### src/rtl/tag_comparator.sv
// Tag comparator: pops a request from the tag FIFO, checks the metadata beat
// returned on the R channel, and reports hit/dirty with hit/miss statistics.
`ifndef AXI_ADDR_WIDTH
`define AXI_ADDR_WIDTH 64
`endif
`ifndef TID_WIDTH
`define TID_WIDTH 16
`endif
`ifndef INDEX_WIDTH
`define INDEX_WIDTH 10
`endif
`ifndef OFFSET_WIDTH
`define OFFSET_WIDTH 6
`endif

module tag_comparator #(
  parameter int ADDR_WIDTH   = `AXI_ADDR_WIDTH,
  parameter int TID_WIDTH    = `TID_WIDTH,
  parameter int INDEX_WIDTH  = `INDEX_WIDTH,
  parameter int OFFSET_WIDTH = `OFFSET_WIDTH,
  parameter int DATA_WIDTH   = 512
) (
  input  logic                              clk,
  input  logic                              rst_n,
  input  logic                              tag_fifo_empty_i,
  input  logic [ADDR_WIDTH+TID_WIDTH:0]     tag_fifo_data_i,
  output logic                              tag_fifo_rden_o,
  input  logic [DATA_WIDTH-1:0]             rdata_i,
  input  logic                              rlast_i,
  input  logic                              rvalid_i,
  output logic                              rready_o,
  output logic                              res_valid_o,
  input  logic                              res_ready_i,
  output logic [ADDR_WIDTH+TID_WIDTH+2:0]   res_o,
  output logic [31:0]                       hit_cnt_o,
  output logic [31:0]                       miss_cnt_o
);

  localparam int TAG_WIDTH = ADDR_WIDTH - INDEX_WIDTH - OFFSET_WIDTH;
  localparam int ENT_WIDTH = ADDR_WIDTH + TID_WIDTH + 1;
  localparam int RES_WIDTH = ENT_WIDTH + 2;
  localparam int TAG_LSB   = OFFSET_WIDTH + INDEX_WIDTH;

  typedef enum logic [1:0] {
    S_IDLE,
    S_WAIT_R,
    S_OUT
  } state_t;

  state_t state;
  state_t state_nx;

  logic [ENT_WIDTH-1:0] entry;
  logic [RES_WIDTH-1:0] res_q;
  logic                 first;
  logic                 meta_hit;
  logic                 meta_dirty;
  logic [31:0]          hit_cnt;
  logic [31:0]          miss_cnt;

  logic [TAG_WIDTH-1:0] req_tag;
  logic [TAG_WIDTH-1:0] beat_tag;
  logic                 beat_valid;
  logic                 beat_dirty;
  logic                 beat_hit;
  logic                 beat_acc;
  logic                 hit_eval;
  logic                 dirty_eval;
  logic                 handshake;
  logic                 unused_rdata;

  assign req_tag    = entry[ADDR_WIDTH-1:TAG_LSB];
  assign beat_tag   = rdata_i[TAG_WIDTH-1:0];
  assign beat_valid = rdata_i[TAG_WIDTH];
  assign beat_dirty = rdata_i[TAG_WIDTH+1];
  assign beat_hit   = beat_valid & (beat_tag == req_tag);

  assign unused_rdata = ^rdata_i[DATA_WIDTH-1:TAG_WIDTH+2];

  assign beat_acc  = rready_o & rvalid_i;
  assign handshake = res_valid_o & res_ready_i;

  // Only the first accepted beat carries the metadata that decides the result.
  assign hit_eval   = first ? beat_hit : meta_hit;
  assign dirty_eval = first ? (beat_dirty & beat_valid) : meta_dirty;

  always_comb begin
    state_nx        = state;
    tag_fifo_rden_o = 1'b0;
    rready_o        = 1'b0;
    res_valid_o     = 1'b0;
    unique case (state)
      S_IDLE: begin
        if (!tag_fifo_empty_i) begin
          tag_fifo_rden_o = 1'b1;
          state_nx        = S_WAIT_R;
        end
      end
      S_WAIT_R: begin
        rready_o = 1'b1;
        if (rvalid_i && rlast_i) begin
          state_nx = S_OUT;
        end
      end
      S_OUT: begin
        res_valid_o = 1'b1;
        if (res_ready_i) begin
          state_nx = S_IDLE;
        end
      end
      default: state_nx = S_IDLE;
    endcase
    if (!rst_n) begin
      tag_fifo_rden_o = 1'b0;
      rready_o        = 1'b0;
      res_valid_o     = 1'b0;
    end
  end

  always_ff @(posedge clk) begin
    if (!rst_n) begin
      state      <= S_IDLE;
      entry      <= '0;
      first      <= 1'b0;
      meta_hit   <= 1'b0;
      meta_dirty <= 1'b0;
      res_q      <= '0;
      hit_cnt    <= '0;
      miss_cnt   <= '0;
    end else begin
      state <= state_nx;
      if (tag_fifo_rden_o) begin
        entry <= tag_fifo_data_i;
        first <= 1'b1;
      end
      if (beat_acc && first) begin
        first      <= 1'b0;
        meta_hit   <= hit_eval;
        meta_dirty <= dirty_eval;
      end
      if (beat_acc && rlast_i) begin
        res_q <= {hit_eval, dirty_eval, entry};
      end
      if (handshake) begin
        if (res_q[RES_WIDTH-1]) begin
          if (hit_cnt != 32'hFFFF_FFFF) hit_cnt <= hit_cnt + 32'd1;
        end else begin
          if (miss_cnt != 32'hFFFF_FFFF) miss_cnt <= miss_cnt + 32'd1;
        end
      end
    end
  end

  assign res_o      = res_q;
  assign hit_cnt_o  = hit_cnt;
  assign miss_cnt_o = miss_cnt;

endmodule
### config.mk
export PLATFORM = sky130hd
export DESIGN_NAME = tag_comparator
export DESIGN_NICKNAME = d
export VERILOG_FILES = /design/src/rtl/tag_comparator.sv
export SDC_FILE = /design/constraint.sdc
export NUM_CORES = 1
export LEC_CHECK = 0
export CAP_MARGIN = 0
export CORE_AREA = 3 3 290 292
export CTS_CLUSTER_SIZE = 24
export DETAILED_ROUTE_END_ITERATION = 10
export DIE_AREA = 0 0 293 295
export GPL_TIMING_DRIVEN = 0
export HOLD_SLACK_MARGIN = 0.1
export SETUP_SLACK_MARGIN = 0.4
export SLEW_MARGIN = 20
export SYNTH_ARGS = -nofsm -noshare
export SYNTH_HDL_FRONTEND = slang
export SYNTH_SLANG_ARGS = --single-unit
### constraint.sdc
create_clock -name clk -period 6.3 [get_ports clk]
set_input_delay 1.26 -clock clk [delete_from_list [all_inputs] [get_ports clk]]
set_output_delay 1.26 -clock clk [all_outputs]
set_load 0.05 [all_outputs]
# [Yosys cells after proc, flatten, opt, wreduce, memory -nomap -nowiden]
# Index checks and enable logic that the tools add are counted.
[totals] rom_bits=0 mem_count=0 out_inout_bits=150 latch_bits=0 reg_bits=233 ramBits=0
[op_classes] order_cmp=0 n_div=0 n_addsub=2 n_mux=13 bitwise_logic=6 multipliers=0 n_shift=0 n_eq_ne=8 reduce_logical=8
[ops] operator="32-bit by 1-bit adder with 32-bit output (second input constant)" n=2
[ops] operator="32-bit != test (second input constant)" n=2
[ops] operator="48-bit == test" n=1
[ops] operator="1-bit two-way mux" n=9
[ops] operator="3-bit AND reduction" n=3
[ops] operator="2-bit two-way mux" n=3
[ops] operator="2-bit != test (second input constant)" n=3
[ops] operator="2-bit one-hot mux with 3 select lines" n=1
[ops] operator="1-bit AND" n=4
[ops] operator="1-bit logical AND" n=3
[ops] operator="2-bit by 1-bit == test with 1-bit output (second input constant)" n=1
[ops] operator="2-bit == test (second input constant)" n=1
[ops] operator="2-bit zero test" n=1
[ops] operator="1-bit NOT" n=2
[ops] operator="2-bit OR reduction" n=1

# [Depth between registers and ports, before layout]
# Gate-level depths: netlist of the first run.
[depth] word_depth=6 depth_mapped=8 depth_no_buf=6

# [Worst setup path before layout of the first run]
# No wires, ideal clock.
[synth_timing] path_type="input-to-output" from="input port rst_n" to="output port tag_fifo_rden_o" path_slack_ns=2.242 t_required_ns=5.040 arrival_ns=2.798 cell_stages=5 path_cell_list="clkbuf_1 > inv_2 > nor4_1 > buf_2 > buf_1"
[synth_between] elab_chain_cells=1
[synth_lines] item="start: declaration" line_no="24" rtl="input logic rst_n,"
[synth_lines] item="1-bit two-way mux" line_no="113" rtl="if (!rst_n) begin"
[synth_lines] item="end: declaration" line_no="27" rtl="output logic tag_fifo_rden_o,"
# No other way between the ends.

# [Final worst setup path of the first run]
# Ends and elaborated chain as after synthesis.

==> results of run 1 <==
==> how the worst max path moves through the flow <==
stage	start	slack, ns	to	depth (start not counted)
2_1_floorplan	rst_n	2.24	tag_fifo_rden_o	5
3_5_place_dp	rst_n	-0.38	tag_fifo_rden_o	7
4_1_cts	rst_n	0.53	tag_fifo_rden_o	7
5_1_grt	rst_n	0.45	tag_fifo_rden_o	7
6_report	rst_n	0.57	tag_fifo_rden_o	7
3_3_place_gp	rst_n	-0.38	tag_fifo_rden_o	7
==> synthesized netlist by cell type (3+ instances only) <==
master	count
nand2_1	364
dfxtp_1	233
nand3_1	115
o21ai_0	111
a21oi_1	43
clkbuf_1	42
xnor2_1	37
nand4_1	26
or3_1	25
nor2_1	22
buf_2	18
nor4_1	16
xor2_1	15
o31ai_1	14
or4_1	13
inv_1	12
and3_1	10
buf_1	10
mux2i_1	9
nand2b_1	6
and4_1	4
nor3_1	4
o21a_1	4
a21o_1	3
a31o_2	3
o211ai_1	3
==> final cells by class <==
cell class | count | area share [%]
antenna | 7 | 0.119
sequential | 233 | 31.6
multi-input combinational | 876 | 30.5
tap | 1070 | 9.06
clock inverter | 16 | 1.44
clock buffer | 38 | 5.48
inverter | 13 | 0.330
timing repair buffer | 286 | 19.4
buffer | 72 | 2.09
==> tightest hold or removal path, stage by stage (launching register included) <==
cell and delay (ns):
dfxtp_1 0.31, nand2_1 0.05, nand2_1 0.04
==> per-layer routing <==
| metal | part of all wire [%] | vias up |
|---|---|---|
| li1 | - | 4732 |
| met1 | 43 | 4438 |
| met2 | 41 | 380 |
| met3 | 12 | 67 |
| met4 | 3.3 | 4 |
| met5 | 0.046 | - |
==> kinds of logic after synthesis <==
logic type	count (synthesis)	share of synthesized area, %
XOR/XNOR	52	4.78
AND/OR/NAND/NOR	624	30.4
adder cells (fa/ha/maj)	2	0.263
AO/OA/AOI/OAI	189	11.0
buffers and inverters	85	3.70
multiplexers	9	0.946
flip-flops	233	49.0
==> state kept, by name, summed over array words and instances, names as in the netlist <==
signal / count
entry: 81
miss_cnt_o: 32
state: 2
res_o: 83
first: 1
meta_dirty: 1
hit_cnt_o: 32
meta_hit: 1
==> metrics by stage <==
| stage | instances | setup slack [ns] | setup TNS (ns) | util, % |
|---|---|---|---|---|
| after detailed placement | 2550 | -0.377 | -0.377 | 16.8 |
| after floorplan | 1194 | 2.24 | 0 | - |
| final | 2611 | 0.566 | 0 | 18.1 |
| after CTS | 2604 | 0.525 | 0 | 18.0 |
| after global routing | 2604 | 0.451 | 0 | 18.0 |
| after global placement | 2550 | -0.379 | -0.379 | 16.8 |
==> power groups by stage <==
stage,sequential [uW],combinational [uW],clock (uW)
2_1_floorplan,1610,123,0
3_3_place_gp,1600,336,0
3_5_place_dp,1600,337,0
4_1_cts,1570,339,1840
5_1_grt,1580,361,1900
6_report,1570,330,1790
==> flow_summary.ini, run 1 <==
[status]
status = complete, no violations

[sta]
maxSlewHeadroom_pct = 28.7
transition_time_of_the_tightest_slew_check_pin_ns = 1.07
setup_repair_after_global_routing_missed_its_margin = no
final_min_period_over_clock_period_pct = 91.0
fmaxAchievable_mhz = 174
hold_viol_final = 0
period_minus_slack_ns = 5.73
finalSetupViolations = 0
hold_slack_ns = 0.434
slew_violations = 0
finalClockSkew_ns = 0.0132

[global_routing]
grt_util_met2_pct = 15.4
gr-usage-met3_pct = 4.85
grt_max_degree = 16
grt_first_pass_wirelength_mm = 65.1
grt_util_all_layers_pct = 10.3
initial_antenna_violation_count = 16
first_global_vias = 9439
grt-busiest-layer = met2
globalRoute.totalOverflow = 0
groute.layer.met1.usage_pct = 13.1

[job]
drv_cap = 0

[die]
die_w_um = 293
design.die.area_um2 = 86400
floorplan.rows = 105
initial_utilization_pct = 11.6
boundaryPins = 749
core_area_um2 = 81800
chipHeight_um = 295

[power_and_ir_drop]
report.power.total_uw = 3690
comb_power_share_pct = 9.0
switching_share_pct = 25.6
total_leakage_power_uw = 0.00521
vdd.ir_drop.worst_mv = 0.192
power.switching_uw = 943
cellPowerDensity_nw_per_um2 = 250
p_seq_share_pct = 42.6
power_share_of_the_clock_group_pct = 48.4
power_report.internal_total_uw = 2750

[synth]
synth.distinct_cells = 51
synth-edff-count = 0
syn_avg_cell_area_um2 = 7.98
post_synthesis_cell_area_um2 = 9530
synth_cells = 1194
syn-num-nets = 1795
synthesis.yosys.warnings = 0
synth.ff_latch_count = 233
yosysSeqAreaShare_pct = 49.0
synth_top_cell_by_area = dfxtp_1
synthTopCellsByArea = dfxtp_1 (49%), nand2_1 (14%), nand3_1 (6.0%)
post-synth-top-area-fraction_pct = 49.0
ys_async_sr_fraction_pct = 0
synthFlopType = dfxtp_1

[detailed_routing]
vias_per_cell = 3.68
wirelength_mm = 46.0
drt_pass1_iterations = 5
route.detailed.drc = 0
ant_nets = 0
route.detailed.wl_per_inst_um = 17.6
vias_after_detailed_routing = 9621
drtIter0Drc = 631

[cells_and_area]
mostFrequentLayoutCell = nand2_1
final.fill_count = 9195
top_library_cells_by_usage_in_the_layout_fill_and_taps_aside = nand2_1 (364), clkdlybuf4s50_1 (286), dfxtp_1 (233), nand3_1 (115), o21ai_0 (111)
num-nets-final = 2112
regArea_um2 = 4660
area_delta_synth_final_pct = 55.1
post_route_cells_drive_above_1_share_pct = 5.80
post-route-cell-area_um2 = 14800
multi_input_comb_area_um2 = 4510

[place]
io_buffer_count = 286
routabilityCongestion = 0.856
placed_cell_area_um2 = 13700
dp_hpwl_mm = 36.9

[critical_path]
cp_slowest_stage_delay_ns = 0.86
register_to_register_path_setup_slack_ns = 3.66
worst_r2r_path_depth = 7
worst_r2r_endpoint = res_o[76]$_SDFFE_PN0P_
cp_slowest_cell = clkdlybuf4s50_1
crit_fanout = 10
arrival_ns = 4.47
timing.critical_path.to_type = output pin
worst_setup_path_start_kind = primary input
timing.rr.start = state[1]$_SDFFE_PN0P_
critical-path-top-delay-family = buffers and inverters
cp.buffers_inverters = 6
crit_path_cell_trace = clkdlybuf4s50_1, clkbuf_2, inv_2, nor4_2, buf_2, buf_2, clkdlybuf4s50_1
crit_type = in -> out
worst_ep_required_time_ns = 5.04

[hold_path]
min_path_cells = 2
min-delay-start = entry[64]$_SDFFE_PN0P_
hold_path_endpoint = res_o[64]$_SDFFE_PN0P_
worstHoldPathType = reg -> reg

[clock_tree]
cts_setup_buffers = 0
post_cts_hold_buffer_count = 0
cts_buffer_depth = 3
clk_pin_slew_ns = 0.06
htree_num_levels = 1
cts-buffers-inserted = 29
post_cts_resized = 3
cts_tree = yes
worst_skew_pair.late_latency_ns = 0.58
cts_root_buffer = clkbuf_16
cts.sinks = 233
No activity file was read; power rests on OpenSTA's default activity.
==> run 2, diff against run 1 <==
--- a/config.mk
+++ b/config.mk
@@ -13,7 +13,7 @@
 export GPL_TIMING_DRIVEN = 0
 export HOLD_SLACK_MARGIN = 0.1
 export SETUP_SLACK_MARGIN = 0.4
-export SLEW_MARGIN = 20
+export SLEW_MARGIN = 0
 export SYNTH_ARGS = -nofsm -noshare
 export SYNTH_HDL_FRONTEND = slang
 export SYNTH_SLANG_ARGS = --single-unit
==> constraint.sdc (replaced) <==
create_clock -name clk -period 6.3 [get_ports clk]
set_input_delay 1.575 -clock clk [delete_from_list [all_inputs] [get_ports clk]]
set_output_delay 1.575 -clock clk [all_outputs]
set_load 0.05 [all_outputs]
==> run 2 against run 1 <==
Effect of this change: die area stayed put; sequential cell count stayed put; cell area is 0.10% higher; combinational power hardly changed; routed wire length hardly changed; critical endpoint unchanged; highest routed layer unchanged; sequential share of layout area hardly changed; total power hardly changed; largest cell class unchanged; first-iteration DRC count is 7.8% lower; clock skew is 0.00096 ns higher; fmax hardly changed; register-to-register slack worse by 0.07 ns; global-route usage hardly changed.
==> flow_summary.ini, run 2 (synthesis results as in run 1) <==
[status]
status = complete, no violations

[detailed_routing]
vias_after_detailed_routing = 9608
route.detailed.wl_per_inst_um = 17.6
drtIter0Drc = 582
drt_pass1_iterations = 5
vias_per_cell = 3.68
route.detailed.drc = 0
wirelength_mm = 46.0
ant_nets = 0

[sta]
maxSlewHeadroom_pct = 22.1
hold_viol_final = 0
fmaxAchievable_mhz = 174
period_minus_slack_ns = 5.74
slew_violations = 0
finalClockSkew_ns = 0.0142
setup_repair_after_global_routing_missed_its_margin = no
transition_time_of_the_tightest_slew_check_pin_ns = 1.17
timing.final.ws_setup_ns = 0.561
totalNegativeSetupSlack_ns = 0
final_min_period_over_clock_period_pct = 91.1
finalSetupViolations = 0

[die]
floorplan.rows = 105
initial_utilization_pct = 11.6
core_area_um2 = 81800
die_w_um = 293
boundaryPins = 749
design.die.area_um2 = 86400
chipHeight_um = 295

[critical_path]
timing.critical_path.to_type = output pin
crit_fanout = 10
crit_type = in -> out
arrival_ns = 4.16
worst_ep_required_time_ns = 4.72
worst_setup_path_start_kind = primary input

[clock_tree]
cts_buffer_depth = 3
worst_skew_pair.late_latency_ns = 0.58
post_cts_resized = 7
cts_root_buffer = clkbuf_16
htree_num_levels = 1
cts.sinks = 233
cts_setup_buffers = 0
cts_tree = yes
post_cts_hold_buffer_count = 0
clk_pin_slew_ns = 0.06
cts-buffers-inserted = 29

[cells_and_area]
final.fill_count = 9188
mostFrequentLayoutCell = nand2_1
area_delta_synth_final_pct = 55.3
num-nets-final = 2112
top_library_cells_by_usage_in_the_layout_fill_and_taps_aside = nand2_1 (364), clkdlybuf4s50_1 (285), dfxtp_1 (233), nand3_1 (115), o21ai_0 (111)
largest_register_ffs = 83
post_route_cells_drive_above_1_share_pct = 5.74

[power_and_ir_drop]
total_leakage_power_uw = 0.00520
cellPowerDensity_nw_per_um2 = 250
vdd.ir_drop.worst_mv = 0.192

[global_routing]
first_global_vias = 9439
globalRoute.totalOverflow = 0
grt_max_degree = 16
grt_first_pass_wirelength_mm = 65.2
grt_util_all_layers_pct = 10.3
initial_antenna_violation_count = 15

[place]
dp_hpwl_mm = 36.9
io_buffer_count = 286
dp_worst_setup_slack_ns = -1.01
routabilityCongestion = 0.856

[hold_path]
worstHoldPathType = reg -> reg

[job]
drv_cap = 0
## run 2: changes by cell type in the layout (fill, tap and decap cells not counted)
cell / before / now
diode_2: 7 / 10
buf_1: 8 / 9
buf_2: 20 / 19
clkbuf_1: 44 / 45
clkbuf_2: 2 / 1
clkdlybuf4s15_2: 0 / 1
clkdlybuf4s50_1: 286 / 285
nor4_2: 2 / 1
nor4_4: 1 / 2
## run 2: area by class of cell
cell class                 instances  area (um2)  share of cell area [%]
tap                             1070        1340                    9.05
buffer                            72         307                    2.07
inverter                          13        48.8                   0.330
clock inverter                    16         213                    1.44
timing repair buffer             286        2860                    19.4
clock buffer                      38         810                    5.47
multi-input combinational        876        4520                    30.6
sequential                       233        4660                    31.5
antenna                           10        25.0                   0.169
## run 2: per-stage QoR
stage               instances  hold WS (ns)  power (uW)  instance area (um2)  utilization [%]
finish                   2614         0.434        3690                14800             18.1
global route             2604         0.445        3830                14800             18.0
CTS                      2604         0.431        3750                14800             18.0
detailed placement       2550         0.430        1940                13700             16.8
global placement         2550         0.423        1940                13700             16.8
floorplan                1194         0.415        1730                 9530                -
## run 2: layer usage
layer,GRT usage [%],vias to the layer above,part of all wire (%)
li1,-,4738,-
met1,13.1,4428,42
met2,15.4,372,41
met3,4.87,66,13
met4,3.22,4,3.3
met5,0,-,0.046
## run 2: worst paths after layout
| kind | startpoint | to | slack, ns | cells past startpoint |
|---|---|---|---|---|
| setup / recovery | rst_n | tag_fifo_rden_o | 0.56 | 7 |
| hold / removal | entry[64]$_SDFFE_PN0P_ | res_o[64]$_SDFFE_PN0P_ | 0.43 | 2 |
| setup reg to reg | state[1]$_SDFFE_PN0P_ | res_o[76]$_SDFFE_PN0P_ | 3.59 | 7 |
| hold reg to reg | entry[64]$_SDFFE_PN0P_ | res_o[64]$_SDFFE_PN0P_ | 0.43 | 2 |
## run 2: critical path, cell delays in order
cell	delay, ns
clkdlybuf4s50_1	0.48
clkbuf_2	0.31
inv_2	0.21
nor4_4	0.43
buf_2	0.37
buf_2	0.34
clkdlybuf4s15_2	0.42
## run 2: report_power, final
part / switching (uW) / internal, uW / total, uW
logic: 187 / 144 / 331
clock network: 713 / 1070 / 1790
registers: 45.1 / 1530 / 1570
